===== src/rtl/instr_queue.sv =====
// rtl/instr_queue.sv - decoded instruction FIFO between fetch and issue
// Decodes RV32I fields at enqueue and presents the head entry to issue.
module instr_queue #(
  parameter int DEPTH = 8,
  parameter int PTR_W = $clog2(DEPTH)
) (
  input  logic             clk,
  input  logic             reset,
  input  logic             fetch_valid,
  output logic             fetch_ready,
  input  logic [31:0]      fetch_instr,
  input  logic [31:0]      fetch_pc,
  input  logic [2:0]       fetch_pc_tag,
  input  logic [31:0]      fetch_target_predict,
  input  logic             flush,
  output logic             iq_assert,
  input  logic             iq_read,
  output logic [4:0]       rd,
  output logic [4:0]       r1_i,
  output logic [4:0]       r2_i,
  output logic [31:0]      src2_i,
  output logic [6:0]       opcode_i,
  output logic [2:0]       funct3,
  output logic [6:0]       funct7,
  output logic [2:0]       pc_save,
  output logic [31:0]      target_predict_i,
  output logic [31:0]      inst_pc,
  output logic [31:0]      instruction_i,
  output logic [31:0]      b_imm,
  output logic [31:0]      j_imm,
  output logic [PTR_W:0]   count
);

  localparam logic [6:0] OP_LUI   = 7'b0110111;
  localparam logic [6:0] OP_AUIPC = 7'b0010111;
  localparam logic [6:0] OP_JAL   = 7'b1101111;
  localparam logic [6:0] OP_JALR  = 7'b1100111;
  localparam logic [6:0] OP_BR    = 7'b1100011;
  localparam logic [6:0] OP_LOAD  = 7'b0000011;
  localparam logic [6:0] OP_STORE = 7'b0100011;
  localparam logic [6:0] OP_IMM   = 7'b0010011;
  localparam logic [6:0] OP_REG   = 7'b0110011;
  localparam logic [6:0] OP_ACCEL = 7'b0001011;
  localparam logic [PTR_W:0] FULL = (PTR_W+1)'(DEPTH);

  typedef struct packed {
    logic [4:0]  rd;
    logic [4:0]  rs1;
    logic [4:0]  rs2;
    logic [31:0] imm;
    logic [6:0]  opcode;
    logic [2:0]  funct3;
    logic [6:0]  funct7;
    logic [2:0]  tag;
    logic [31:0] target;
    logic [31:0] pc;
    logic [31:0] instr;
    logic [31:0] b_imm;
    logic [31:0] j_imm;
  } entry_t;

  entry_t             r_mem [DEPTH];
  logic [PTR_W-1:0]   r_head;
  logic [PTR_W-1:0]   r_tail;
  logic [PTR_W:0]     r_count;
  logic [DEPTH-1:0]   r_valid;

  logic [31:0] w_i;
  logic [6:0]  w_op;
  logic        w_known;
  logic        w_rd_zero;
  logic        w_r1_zero;
  logic        w_r2_keep;
  logic [31:0] w_imm;
  logic [31:0] w_i_imm;
  logic [31:0] w_s_imm;
  logic [31:0] w_u_imm;
  logic [31:0] w_b_imm;
  logic [31:0] w_j_imm;
  entry_t      w_entry;
  entry_t      w_head;
  logic        w_push;
  logic        w_store;
  logic        w_pop;
  logic        w_out_en;

  assign w_i     = fetch_instr;
  assign w_op    = w_i[6:0];
  assign w_i_imm = {{20{w_i[31]}}, w_i[31:20]};
  assign w_s_imm = {{20{w_i[31]}}, w_i[31:25], w_i[11:7]};
  assign w_u_imm = {w_i[31:12], 12'b0};
  assign w_b_imm = {{19{w_i[31]}}, w_i[31], w_i[7], w_i[30:25], w_i[11:8], 1'b0};
  assign w_j_imm = {{11{w_i[31]}}, w_i[31], w_i[19:12], w_i[20], w_i[30:21], 1'b0};

  always_comb begin
    w_known   = 1'b1;
    w_imm     = '0;
    w_rd_zero = 1'b0;
    w_r1_zero = 1'b0;
    w_r2_keep = 1'b0;
    case (w_op)
      OP_IMM, OP_LOAD, OP_JALR: w_imm = w_i_imm;
      OP_STORE: begin
        w_imm     = w_s_imm;
        w_rd_zero = 1'b1;
        w_r2_keep = 1'b1;
      end
      OP_LUI, OP_AUIPC: begin
        w_imm     = w_u_imm;
        w_r1_zero = 1'b1;
      end
      OP_JAL: begin
        w_imm     = w_j_imm;
        w_r1_zero = 1'b1;
      end
      OP_BR: begin
        w_rd_zero = 1'b1;
        w_r2_keep = 1'b1;
      end
      OP_REG, OP_ACCEL: w_r2_keep = 1'b1;
      default: w_known = 1'b0;
    endcase
  end

  always_comb begin
    w_entry.rd     = w_rd_zero ? 5'd0 : w_i[11:7];
    w_entry.rs1    = w_r1_zero ? 5'd0 : w_i[19:15];
    w_entry.rs2    = w_r2_keep ? w_i[24:20] : 5'd0;
    w_entry.imm    = w_imm;
    w_entry.opcode = w_op;
    w_entry.funct3 = w_i[14:12];
    w_entry.funct7 = w_i[31:25];
    w_entry.tag    = fetch_pc_tag;
    w_entry.target = fetch_target_predict;
    w_entry.pc     = fetch_pc;
    w_entry.instr  = w_i;
    w_entry.b_imm  = w_b_imm;
    w_entry.j_imm  = w_j_imm;
  end

  assign fetch_ready = (r_count != FULL) && !flush && reset;
  assign iq_assert   = (r_count != '0);
  assign count       = r_count;
  assign w_push      = fetch_valid && fetch_ready;
  // Unknown opcodes complete the handshake but are discarded
  assign w_store     = w_push && w_known;
  assign w_pop       = iq_read && iq_assert && !flush;

  always_ff @(posedge clk or negedge reset) begin
    if (!reset) begin
      r_head  <= '0;
      r_tail  <= '0;
      r_count <= '0;
      r_valid <= '0;
    end else if (flush) begin
      r_head  <= '0;
      r_tail  <= '0;
      r_count <= '0;
      r_valid <= '0;
    end else begin
      if (w_pop) begin
        r_head          <= r_head + PTR_W'(1);
        r_valid[r_head] <= 1'b0;
      end
      if (w_store) begin
        r_tail          <= r_tail + PTR_W'(1);
        r_valid[r_tail] <= 1'b1;
      end
      r_count <= r_count + (PTR_W+1)'(w_store) - (PTR_W+1)'(w_pop);
    end
  end

  always_ff @(posedge clk) begin
    if (w_store) r_mem[r_tail] <= w_entry;
  end

  assign w_head   = r_mem[r_head];
  assign w_out_en = iq_assert && r_valid[r_head];

  assign rd               = w_out_en ? w_head.rd     : '0;
  assign r1_i             = w_out_en ? w_head.rs1    : '0;
  assign r2_i             = w_out_en ? w_head.rs2    : '0;
  assign src2_i           = w_out_en ? w_head.imm    : '0;
  assign opcode_i         = w_out_en ? w_head.opcode : '0;
  assign funct3           = w_out_en ? w_head.funct3 : '0;
  assign funct7           = w_out_en ? w_head.funct7 : '0;
  assign pc_save          = w_out_en ? w_head.tag    : '0;
  assign target_predict_i = w_out_en ? w_head.target : '0;
  assign inst_pc          = w_out_en ? w_head.pc     : '0;
  assign instruction_i    = w_out_en ? w_head.instr  : '0;
  assign b_imm            = w_out_en ? w_head.b_imm  : '0;
  assign j_imm            = w_out_en ? w_head.j_imm  : '0;

endmodule


===== config.mk =====
export PLATFORM = sky130hd
export DESIGN_NAME = instr_queue
export DESIGN_NICKNAME = d
export VERILOG_FILES = /design/src/rtl/instr_queue.sv
export SDC_FILE = /design/constraint.sdc
export NUM_CORES = 1
export LEC_CHECK = 0
export ABC_AREA = 1
export CAP_MARGIN = 0
export CORE_ASPECT_RATIO = 1.25
export CORE_MARGIN = 5
export CORE_UTILIZATION = 55
export CTS_BUF_LIST = sky130_fd_sc_hd__clkbuf_4
export DETAILED_ROUTE_END_ITERATION = 16
export PLACE_DENSITY = 0.82
export SYNTH_ARGS = -nofsm -noshare
export SYNTH_HDL_FRONTEND = slang
export SYNTH_SLANG_ARGS = --single-unit

===== constraint.sdc =====
create_clock -name clk -period 4.9 [get_ports clk]
set_clock_uncertainty 0.15 [all_clocks]
set_input_delay 1.225 -clock clk [delete_from_list [all_inputs] [get_ports clk]]
set_output_delay 1.225 -clock clk [all_outputs]
set_load 0.02 [all_outputs]

=== Word level (Yosys, flattened, before mapping) ===
Memory sizes are Yosys's and may differ from the RTL's.
Index checks and enable logic that the tools add are counted.

* Bits in registers: 18
* Memory bits (writable): 1,800
* Output and inout port bits: 233
* Logic and storage cells: 84
* Memories kept: 1

* Add/subtract/negate cells: 4
* $lt $le $gt $ge: 4
* Equality and inequality tests: 11
* Multiplexer cells: 38
* Bitwise operators: 3
* Reduce and logical (&&, ||, !) cells: 19

{| class="wikitable"
|+ Memories
! memory !! words !! width !! rd ports !! clocked after memory_dff !! wr ports !! RTL line !! text
|-
| r_mem || 8 || 225 || 1 || 0 || 1 || 62 || <nowiki>entry_t r_mem [DEPTH];</nowiki>
|}

{| class="wikitable"
|+ Operators by type and width
! operator !! count
|-
| 32-bit two-way mux || 6
|-
| 32-bit case mux with 4 select lines || 1
|-
| 8-bit two-way mux || 4
|-
| 5-bit two-way mux || 6
|-
| 7-bit by 6-bit equality test with 1-bit output, second input constant || 3
|-
| 7-bit equality test, second input constant || 3
|-
| 3-bit two-way mux || 6
|-
| 7-bit by 5-bit equality test with 1-bit output, second input constant || 2
|-
| 7-bit two-way mux || 2
|-
| 10-bit OR reduction || 1
|-
| 1-bit logical AND || 9
|-
| 1-bit two-way mux || 9
|-
| 8-bit AND || 1
|-
| 3-bit by 4-bit less-than comparator with 1-bit output, second input constant || 2
|-
| 8-bit NOT || 1
|-
| 8-bit bitwise OR || 1
|-
| 7-bit by 2-bit equality test with 1-bit output, second input constant || 1
|-
| 7-bit by 4-bit equality test with 1-bit output, second input constant || 1
|-
| 3-bit by 1-bit adder with 3-bit output, second input constant || 2
|-
| 1-bit demux with 3-bit select || 2
|-
| 3-bit by 1-bit >= comparator with 1-bit output, second input constant || 2
|-
| 3-bit OR reduction || 2
|-
| 4-bit by 1-bit adder with 4-bit output || 1
|-
| 4-bit two-way mux || 1
|-
| other kinds (8) || 10
|}

=== Depth between registers and ports, before layout ===
* Depth in word-level cells: 11
* Depth in mapped cells: 15
* Mapped depth without buffers: 15

=== Least setup slack after synthesis ===
OpenSTA, ideal clock, no wires.

* Kind: in2reg
* From: input port flush
* To: memory r_mem[0][100] in the netlist's numbering, enable pin
* Library setup time: 499 ps
* Arrival time: 5,093 ps
* Path slack: -842 ps
* Stages on the path: 7
* Cells stage by stage: clkinv_1 nand2_1 a21oi_1 and2_1 clkbuf_2 nand3_1 inv_1

* Word-level cells in the longest chain between the ends: 7

{| class="wikitable"
|+ Ends and longest elaborated chain
! what !! RTL line !! text
|-
| from (decl) || 15 || <nowiki>input logic flush,</nowiki>
|-
| 1-bit zero test || 141 || <nowiki>assign fetch_ready = (r_count != FULL) && !flush && reset;</nowiki>
|-
| 1-bit logical AND (2 in series) || 141 ||
|-
| named net fetch_ready || 10 || <nowiki>output logic fetch_ready,</nowiki>
|-
| 1-bit logical AND || 144 || <nowiki>assign w_push = fetch_valid && fetch_ready;</nowiki>
|-
| 1-bit logical AND || 146 || <nowiki>assign w_store = w_push && w_known;</nowiki>
|-
| 1-bit two-way mux || 174 || <nowiki>if (w_store) r_mem[r_tail] <= w_entry;</nowiki>
|-
| 1-bit two-way mux (implied by the code) || 174 ||
|-
| to (decl) || 62 ||
|}

The timed path passes the listed nets, and every way through them passes these cells.

=== Final worst setup path ===
* From: register r_head[2]
* To: output port j_imm[29]

* Word-level cells in the longest chain between the ends: 4
* Elaborated cells on any way between the ends: 5

{| class="wikitable"
|+ Ends and longest elaborated chain
! what !! RTL line !! text
|-
| from (decl) || 63 || <nowiki>logic [PTR_W-1:0] r_head;</nowiki>
|-
| from (signal assigned) || 162 || <nowiki>r_head <= r_head + PTR_W'(1);</nowiki>
|-
| 1-bit binary-select mux with 3-bit select || 178 || <nowiki>assign w_out_en = iq_assert && r_valid[r_head];</nowiki>
|-
| 1-bit two-way mux (implied by the code) || 178 ||
|-
| 1-bit logical AND || 178 ||
|-
| 32-bit two-way mux (*) || 192 || <nowiki>assign j_imm = w_out_en ? w_head.j_imm : '0;</nowiki>
|-
| to (decl) || 30 || <nowiki>output logic [31:0] j_imm,</nowiki>
|}

Every way passes the cells marked *; elsewhere a longest branch is shown, timed or not. The select of a mux whose other input is x is not followed.

==> metrics.md <==
| Metric | Value |
|---|---|
| Adder-cell share of the synthesized area | 0.255% |
| Clk Tree Root Cell | sky130_fd_sc_hd__clkbuf_4 |
| Clk slew on worst S/H paths | 0.06 ns |
| Power density over cell area | 455 nW/um^2 |
| Type of origin of the critical path | flip-flop |
| Number of CTS-inserted buffers | 298 |
| Maximum frequency from static timing analysis | 208 MHz |
| Starting utilization of the core area | 55.2% |
| Final routed DRC violation total | 0 |
| Wire length per cell after detailed routing | 22.5 um |
| Drt total wl | 124000 um |
| Total routing resource utilization after global routing | 26.5% |
| Slew Limit Headroom | 37.4% |
| Endpoint arrival time on the critical path | 3.43 ns |
| Number of I/O pins | 337 |
| Met2 global-route usage | 45.8% |
| Mapped cell area | 47000 um^2 |
| Unrepaired setup endpoints after global routing | yes |
| Largest incremental delay on the critical path | 0.47 ns |
| Pin count of the biggest net entering global routing | 146 |
| Maximum count of clock buffers along a single path | 4 |
| Vias in the first global route | 32.0k |
| HP Class | flip-flop to flip-flop |
| Run status | completed |
| List of cells traversed by the critical path | nor2_4 -> inv_1 -> nor2_1 -> o21ai_0 -> nand4_1 -> buf_4 -> buf_12 -> nand2_4 -> a31oi_2 -> buf_12 -> dlygate4sd2_1 |
| EDFF count, synth | 1168 |
| Proportion of synthesized flip-flops having asynchronous set or reset | 1.52% |
| Global route overflow | 0 |
| Busiest metal layer after global routing | met2 |
| Core Footprint | 85300 um^2 |
| Total half-perimeter wirelength after legalization and detailed placement | 65600 um |
| Vertical die dimension | 337 um |
| Number of max-slew violations in the final report | 0 |
| Area growth from synthesis to layout | 17.7% |
| Slowest cell on the critical path | sky130_fd_sc_hd__dfrtp_2 |
| Std-Cell Rows | 120 |
| Cells taking the most area after synthesis | sky130_fd_sc_hd__edfxtp_1 (75%), sky130_fd_sc_hd__nand2_1 (9.6%), sky130_fd_sc_hd__nand3_1 (6.4%), sky130_fd_sc_hd__nand4_1 (2.0%), sky130_fd_sc_hd__buf_4 (1.5%) |
| Number of different library cells in the post-synthesis netlist | 34 |
| Worst Path Required | 3.52 ns |
| Initial detailed-routing violation count | 3806 |
| Register bit total from synthesis | 1186 |
| Final worst-path setup slack | 0.0987 ns |
| Port Buffers | 334 |
| Final min period | 4.80 ns |
| Global routing met1 resource utilization | 31.9% |
| Xor/xnor share of the synthesized area | 0.0186% |
| Clock tree from TritonCTS | done |
| Met3 Track Usage GR | 5.54% |
| Share of the synthesized area in compound gates (AO/OA/AOI/OAI) | 0.758% |
| Initial antenna violation count | 15 |
| Max-cap violations | 0 |
| Worst voltage drop across the vdd grid | 0.353 mV |
| Synth Instances | 3772 |
| Endpoint type of the worst setup path | output pin |
| Crit Path Max Fanout | 34 |
| Hold violation count in the final report | 0 |
| Count of nets left with antenna violations after detail routing | 0 |
| Placed instance area | 51200 um^2 |
| Fraction of synthesized area in multiplexers | 0% |
| Worst setup path class | flip-flop to output pin |
| Die extent in x | 272 um |
| Dominant combinational cell family by area after synthesis | simple AND/OR/NAND/NOR gates |
| Dpl ws | 0.510 ns |
| Length of the first detailed-routing pass in iterations | 6 |
| Routed vias/inst | 5.82 |
| Sink count of the clock tree | 1186 |
| Clock network latency to the later pin of the worst-skew pair | 1.08 ns |
| Leakage power of the design | 20.8 nW |
| Final design area excluding fillers | 55400 um^2 |
| Portion of the clock cycle consumed by the worst path in the final layout | 98.0% |
| Most common flop cell mapped by yosys | sky130_fd_sc_hd__edfxtp_1 |
| Max H-tree Level | 5 |
| Post-layout net count | 4315 |
| Area share of the leading cell type in the synthesized netlist | 74.6% |
| Total power of the final layout | 25.2 mW |
| Worst Max-Slew Pin Slew | 0.939 ns |
| Final setup violation count | 0 |
| Via count of the routed design | 32.1k |
| Final setup TNS | 0 ns |
| Global placement routability congestion | 0.810 |
| Worst-case hold slack | 0.395 ns |
| Cell type contributing the most total cell area after synthesis | sky130_fd_sc_hd__edfxtp_1 |
| Full die area | 91500 um^2 |
| First-pass GRT wire length | 185000 um |
| Share of post-route cells with drive strength above 1 | 14.0% |
| Post-Syn Area per Cell | 12.5 um^2 |
| Area fraction in and, or, nand and nor cells after synthesis | 19.6% |
| Number of hold buffers added after CTS | 0 |
| Sequential-to-total area share from yosys stat | 75.5% |
| Most numerous cell on the critical path | sky130_fd_sc_hd__buf_12 |
| Count of yosys warnings during synthesis | 0 |
==> critical path, delay by kind of cell (launching register included) <==
kind	cells	cell delay, ns
DFF	1	0.47
buffers and inverters	5	1.00
and+or+nand+nor	4	0.50
AOI/OAI and AO/OA	2	0.36
==> cell usage in the layout (no fill, tap or decap), types with 2 or more instances in the layout <==
cell type and count:
sky130_fd_sc_hd__o21ai_0 33, sky130_fd_sc_hd__nor3_1 8, sky130_fd_sc_hd__diode_2 17, sky130_fd_sc_hd__buf_16 14, sky130_fd_sc_hd__nand2_1 1200, sky130_fd_sc_hd__dlymetal6s2s_1 26
sky130_fd_sc_hd__clkdlybuf4s50_1 109, sky130_fd_sc_hd__bufinv_16 8, sky130_fd_sc_hd__nand2_2 3, sky130_fd_sc_hd__nor2_2 17, sky130_fd_sc_hd__clkbuf_2 29, sky130_fd_sc_hd__clkinv_2 10
sky130_fd_sc_hd__clkinv_1 58, sky130_fd_sc_hd__dfrtp_1 15, sky130_fd_sc_hd__inv_6 3, sky130_fd_sc_hd__o31ai_1 4, sky130_fd_sc_hd__nand3_1 597, sky130_fd_sc_hd__nor2_1 165
sky130_fd_sc_hd__nand2_4 3, sky130_fd_sc_hd__dlygate4sd2_1 165, sky130_fd_sc_hd__buf_12 31, sky130_fd_sc_hd__ha_1 8, sky130_fd_sc_hd__clkdlybuf4s15_1 5, sky130_fd_sc_hd__inv_2 6
sky130_fd_sc_hd__dfrtp_2 2, sky130_fd_sc_hd__clkbuf_4 427, sky130_fd_sc_hd__buf_6 5, sky130_fd_sc_hd__edfxtp_1 1168, sky130_fd_sc_hd__nand4_1 147, sky130_fd_sc_hd__buf_4 30
sky130_fd_sc_hd__clkinvlp_4 9, sky130_fd_sc_hd__a21oi_1 15, sky130_fd_sc_hd__inv_1 50, sky130_fd_sc_hd__nor2_4 6, sky130_fd_sc_hd__bufbuf_16 6, sky130_fd_sc_hd__conb_1 2
sky130_fd_sc_hd__o22ai_1 7
==> metal layers <==
layer / part of all wire, % / vias to the layer above / wire length, um
met3: 8.7 / 297 / 10700
met2: 51 / 1909 / 62900
met5: 0.017 / - / 21
met4: 4.6 / 4 / 5720
met1: 36 / 15500 / 44700
li1: - / 14400 / -
==> area by class of cell <==
type | count | area [um^2]
Antenna cell | 17 | 42.5
Clock buffer | 427 | 3210
Clock inverter | 78 | 498
Fill cell | 5993 | 29900
Inverter | 65 | 317
Multi-Input combinational cell | 2227 | 9840
Sequential cell | 1186 | 35500
Tap cell | 1098 | 1370
Timing Repair Buffer | 421 | 4550
Timing Repair inverter | 3 | 26.3
==> report_power, final <==
part	switching (mW)	leakage [nW]	internal, mW
logic	4.06	7.96	1.85
registers	0.0439	10.7	11.1
clock network	3.76	2.21	4.37
total	7.87	20.8	17.4
==> logic make-up after synthesis <==
family	count (synthesis)
AOI/OAI and AO/OA	65
xor gates and xnor gates	1
adders and majority gates	9
buffers and inverters	362
DFF	1186
other	1
and+or+nand+nor	2148
==> synthesized netlist by cell type, types with 18 or more instances <==
| cell type | instances |
|---|---|
| sky130_fd_sc_hd__buf_1 | 28 |
| sky130_fd_sc_hd__buf_2 | 90 |
| sky130_fd_sc_hd__buf_4 | 93 |
| sky130_fd_sc_hd__clkbuf_1 | 85 |
| sky130_fd_sc_hd__dfrtp_1 | 18 |
| sky130_fd_sc_hd__edfxtp_1 | 1168 |
| sky130_fd_sc_hd__inv_1 | 59 |
| sky130_fd_sc_hd__nand2_1 | 1203 |
| sky130_fd_sc_hd__nand3_1 | 597 |
| sky130_fd_sc_hd__nand4_1 | 147 |
| sky130_fd_sc_hd__nor2_1 | 186 |
| sky130_fd_sc_hd__o21ai_0 | 33 |
==> worst paths after layout <==
path,start,endpoint,slack (ns),cells past startpoint
min,r_valid[0],r_valid[0],0.39,2
min in group asynchronous,reset,r_valid[4],0.41,2
max,r_head[2],j_imm[29],0.1,11
max reg2reg,count[1],count[2],2.04,10
max in group asynchronous,reset,r_head[0],3.90,2
min reg2reg,r_valid[0],r_valid[0],0.39,2
==> flip-flops by register name, summed over array words and instances (netlist names) <==
signal / count
r_head: 3
r_tail: 3
r_valid: 8
count: 4
r_mem: 1168
==> repair_timing <==
item / CTS / global route
endpoints found under the setup margin: 225 / 103
pin swaps: 13 / 1
gates resized for setup: 254 / 103
gates cloned: 15 / 0
buffers inserted: 8 / 2
==> through the flow <==
step / instances / util (%)
finish: 5522 / 64.9
global route: 5520 / 64.9
CTS: 5503 / 64.9
detailed placement: 4975 / 60.0
global placement: 4975 / 60.0
floorplan: 3773 / -
(Power assumes the default switching activity.)
